[config.mk]
export PLATFORM = sky130hd
export DESIGN_NAME = irq_sequencer
export DESIGN_NICKNAME = d
export VERILOG_FILES = /design/src/rtl/irq_sequencer.sv
export SDC_FILE = /design/constraint.sdc
export NUM_CORES = 1
export LEC_CHECK = 0
export CAP_MARGIN = 20
export CORE_ASPECT_RATIO = 0.75
export CORE_MARGIN = 2
export CORE_UTILIZATION = 42
export CTS_CLUSTER_DIAMETER = 120
export CTS_CLUSTER_SIZE = 24
export DETAILED_ROUTE_END_ITERATION = 10
export PLACE_DENSITY = 0.88
export SKIP_CTS_REPAIR_TIMING = 1
export SLEW_MARGIN = 30
export SYNTH_ARGS = -nofsm -noshare
export SYNTH_HDL_FRONTEND = slang
export SYNTH_SLANG_ARGS = --single-unit
[constraint.sdc]
create_clock -name clk -period 1.9 [get_ports clk]
set_input_delay 0.38 -clock clk [delete_from_list [all_inputs] [get_ports clk]]
set_output_delay 0.38 -clock clk [all_outputs]
set_load 0.005 [all_outputs]
[src/rtl/irq_sequencer.sv]
// rtl/irq_sequencer.sv - interrupt sequencer: sync, latch, prioritise and take IRQs at a safe ID boundary
// Optional IRQ_MASK_EN adds a writable mask register; without it the mask is all ones.
module irq_sequencer #(
  parameter int N_SRC       = 4,
  parameter int SYNC_STAGES = 2,
  parameter int CAUSE_W     = 2
) (
  input  logic               clk,
  input  logic               reset,
  input  logic [N_SRC-1:0]   irq_src,
  input  logic [31:0]        id_pc,
  input  logic               id_valid,
  input  logic               id_in_delay_slot,
  input  logic               pipe_stall,
  input  logic               eret,
  input  logic               mask_we,
  input  logic [N_SRC-1:0]   mask_wdata,
  output logic               irq_take,
  output logic               flush_if_id,
  output logic               epc_we,
  output logic [31:0]        epc,
  output logic [CAUSE_W-1:0] cause,
  output logic               kernel_mode,
  output logic [N_SRC-1:0]   pending
);

  typedef enum logic [1:0] {IDLE, WAIT, TAKE, KERNEL} state_t;

  state_t             state, next_state;
  logic [N_SRC-1:0]   sync_q [SYNC_STAGES];
  logic [N_SRC-1:0]   edge_q;
  logic [N_SRC-1:0]   rise;
  logic [N_SRC-1:0]   mask;
  logic [N_SRC-1:0]   eligible;
  logic [N_SRC-1:0]   clr;
  logic [CAUSE_W-1:0] sel;

`ifdef IRQ_MASK_EN
  logic [N_SRC-1:0] mask_q;

  always_ff @(posedge clk) begin
    if (reset)        mask_q <= '1;
    else if (mask_we) mask_q <= mask_wdata;
  end

  assign mask = mask_q;
`else
  logic unused_mask;

  assign mask        = '1;
  assign unused_mask = ^{mask_we, mask_wdata};
`endif

  assign rise     = sync_q[SYNC_STAGES-1] & ~edge_q;
  assign eligible = pending & mask;
  assign clr      = (state == TAKE) ? (N_SRC'(1) << cause) : '0;

  // Downward scan so the lowest set index is the last (winning) assignment.
  always_comb begin
    sel = '0;
    for (int i = N_SRC - 1; i >= 0; i--) begin
      if (eligible[i]) sel = CAUSE_W'(i);
    end
  end

  always_comb begin
    next_state = state;
    case (state)
      IDLE:   if (|eligible && !kernel_mode) next_state = WAIT;
      WAIT: begin
        if (!(|eligible))                                      next_state = IDLE;
        else if (id_valid && !id_in_delay_slot && !pipe_stall) next_state = TAKE;
      end
      TAKE:   next_state = KERNEL;
      KERNEL: if (eret) next_state = IDLE;
      default: next_state = IDLE;
    endcase
  end

  always_ff @(posedge clk) begin
    if (reset) begin
      for (int i = 0; i < SYNC_STAGES; i++) sync_q[i] <= '0;
      edge_q      <= '0;
      pending     <= '0;
      state       <= IDLE;
      irq_take    <= 1'b0;
      flush_if_id <= 1'b0;
      epc_we      <= 1'b0;
      epc         <= '0;
      cause       <= '0;
      kernel_mode <= 1'b0;
    end else begin
      sync_q[0] <= irq_src;
      for (int i = 1; i < SYNC_STAGES; i++) sync_q[i] <= sync_q[i-1];
      edge_q      <= sync_q[SYNC_STAGES-1];
      pending     <= (pending & ~clr) | rise;
      state       <= next_state;
      irq_take    <= (next_state == TAKE);
      flush_if_id <= (next_state == TAKE);
      epc_we      <= (next_state == TAKE);
      kernel_mode <= (next_state == KERNEL);
      if (state == WAIT && next_state == TAKE) begin
        cause <= sel;
        epc   <= id_pc;
      end
    end
  end

endmodule

==> impl_metrics.json <==
{
  "status": "completed",
  "required_ns": 1.52,
  "diodes": 0,
  "area_growth_pct": 42.4,
  "r2r_slack_ns": 0.39,
  "cts_buffer_depth": 2,
  "syn_area_per_cell_sq_um": 10.5,
  "dieWidth_um": 88.8,
  "synth_top_area_share_pct": 47.7,
  "comb_power_share_pct": 12.3,
  "slew_headroom_pct": 80.2,
  "ios": 89,
  "synthesis.area_sq_mm": 0.00226,
  "syn-num-nets": 263,
  "hp-start": "sync_q[0][3]",
  "period_share_pct": 89.5,
  "synth_area_leader_cell": "dfxtp_1",
  "fillers": 456,
  "drv_cap": 0,
  "synthArstFlopShare_pct": 0,
  "synth-edff-count": 0,
  "grt.total_usage_pct": 14.8,
  "cts_sinks": 54,
  "cts.clk_slew.worst_paths_ns": 0.10,
  "place.port_buffers": 83,
  "holdPathEnd": "sync_q[0][7]",
  "vias": 1681,
  "cp-end-kind": "output pin",
  "hold_path.class": "reg2reg",
  "power_frac_seq_pct": 56.5,
  "r2r-start": "state[0]",
  "final_hold_viol_count": 0,
  "power.share.clock_pct": 31.2,
  "rows": 23,
  "cts_max_level": 2,
  "power_mw": 2.12,
  "clk_latency_ns": 0.30,
  "crit_fanout": 5,
  "fin_setup_tns_ns": 0,
  "final_nets": 341,
  "critPathKind": "reg2out",
  "numCtsBuffers": 5,
  "hold_depth": 1,
  "wl_um": 4400,
  "vias_per_cell": 4.54,
  "r2r_cells": 4,
  "grt_pass1_wl_um": 7000,
  "cp-start-kind": "flop",
  "worst_pin_slew_ns": 0.294,
  "firstDrtPassIters": 4,
  "cts_tree": "done",
  "synth_area_leaders": "dfxtp_1 (48%), nand2b_1 (19%), mux2i_1 (15%)",
  "fin_util_pct": 61.2,
  "yosys_warnings": 0,
  "fmax_mhz": 588,
  "grt_max_degree": 89,
  "ys_types": 27,
  "start_util_pct": 43.0,
  "synth_seq_area_share_pct": 47.7,
  "ys.flop_type": "dfxtp_1",
  "rsz0062_at_grt": "false",
  "root_buffer": "clkbuf_8",
  "antenna_found_initial": 0,
  "drtAntennaViolNets": 0,
  "die_area_sq_mm": 0.00600,
  "drc_errors": 0,
  "arrival_ns": 1.32,
  "die_y_um": 67.6,
  "setup_violations": 0,
  "grt_overflow": 0,
  "layout-drive-gt1-share_pct": 5.42,
  "crit_slowest_cell": "clkdlybuf4s50_1",
  "critPathMaxStageDelay_ns": 0.55,
  "power.density_mw_per_mm2": 657,
  "min_period_ns": 1.70,
  "switching_share_pct": 23.8,
  "dp.cells": 362,
  "p_sw_mw": 0.504,
  "dp_slack_ns": 0.00499,
  "r2r_end": "epc[17]",
  "gp_congestion": 0.788,
  "ir_drop_mv": 0.443,
  "synth_seq_cells": 54,
  "hpwl_um": 3060,
  "power_leakage_nw": 1.11,
  "fin_ws_ns": 0.200,
  "core_area_sq_mm": 0.00527,
  "synthCells": 216,
  "wl_per_cell_um": 11.9,
  "internal-power_mw": 1.62,
  "crit_family": "buffers and inverters",
  "crit_chain": "clkdlybuf4s50_1",
  "drtIter0Drc": 53,
  "slew_violations": 0,
  "fin_skew_ns": 0.00674,
  "grt_pass1_vias": 1564,
  "crit_buf_inv": 1,
  "final_cells": 370
}
==> state kept, by name, summed over array words and instances (netlist names) <==
| name | flops |
|---|---|
| state | 2 |
| sync_q | 8 |
| epc | 32 |
| kernel_mode | 1 |
| cause | 2 |
| pending | 4 |
| epc_we | 1 |
| edge_q | 4 |
==> cell families (layout without fill, tap and decap cells) <==
kind of cell,Yosys count,after routing,synth area share (%)
AOI/OAI and AO/OA,14,14,4.09
muxes,33,33,14.6
and+or+nand+nor,98,98,27.9
buffers and inverters,17,96,5.69
DFF,54,54,47.7
==> power groups by stage <==
stage | clock [mW] | sequential [mW] | combinational, mW
6_report | 0.662 | 1.20 | 0.260
5_1_grt | 0.726 | 1.20 | 0.285
4_1_cts | 0.693 | 1.20 | 0.263
3_5_place_dp | 0 | 1.22 | 0.261
3_3_place_gp | 0 | 1.22 | 0.254
2_1_floorplan | 0 | 1.21 | 0.139
==> stage by stage <==
step	hold slack, ns	area, sq um
2_1_floorplan	0.414	2260
6_report	0.448	3230
3_5_place_dp	0.425	3130
5_1_grt	0.468	3230
3_3_place_gp	0.416	3130
4_1_cts	0.450	3230
==> metal layers <==
layer	routed length, um	vias to the layer above	GRT usage, %	part of all wire (%)
li1	-	860	-	-
met1	1970	762	18.4	45
met2	2060	55	24.6	47
met3	342	4	4.89	7.8
met4	34	0	4.55	0.77
met5	0	-	0	0
==> how the worst max path moves through the flow <==
stage	start	end	slack, ns	depth (start not counted)
detailed placement	id_valid	epc[12]	0.005	5
CTS	pending[2]	pending[2]	0.18	1
global placement	id_valid	epc[10]	0.07	5
floorplan	id_in_delay_slot	epc[10]	0.48	5
global route	pending[2]	pending[2]	0.13	1
finish	pending[2]	pending[2]	0.20	1
==> cells in the final DEF, fill, tap and decap left out, types with 2 or more instances in the layout <==
master	n
clkdlybuf4s50_1	82
mux2i_1	33
nor2b_1	15
clkbuf_8	5
buf_12	3
a21oi_1	4
nand2b_1	70
nor2_1	3
dfxtp_1	54
o21ai_0	3
nor3_1	2
nand3b_1	3
==> Yosys cell counts, drive strengths merged, types with 2 or more instances <==
cell type   n
nand2b     70
dfxtp      54
mux2i      33
nor2b      15
clkbuf      9
buf         7
a21oi       4
o21ai       4
nand3b      3
nor2        3
nor3        2
==> layout make-up <==
| type | count | area (sq um) | area share (%) |
|---|---|---|---|
| Sequential cell | 54 | 1080 | 33.5 |
| Multi-Input combinational cell | 145 | 1060 | 32.7 |
| Timing Repair Buffer | 87 | 893 | 27.7 |
| Tap cell | 75 | 93.8 | 2.91 |
| Clock buffer | 5 | 68.8 | 2.13 |
| Clock inverter | 3 | 28.8 | 0.892 |
| Inverter | 1 | 3.75 | 0.116 |
Power figures use the tool's default switching activity.
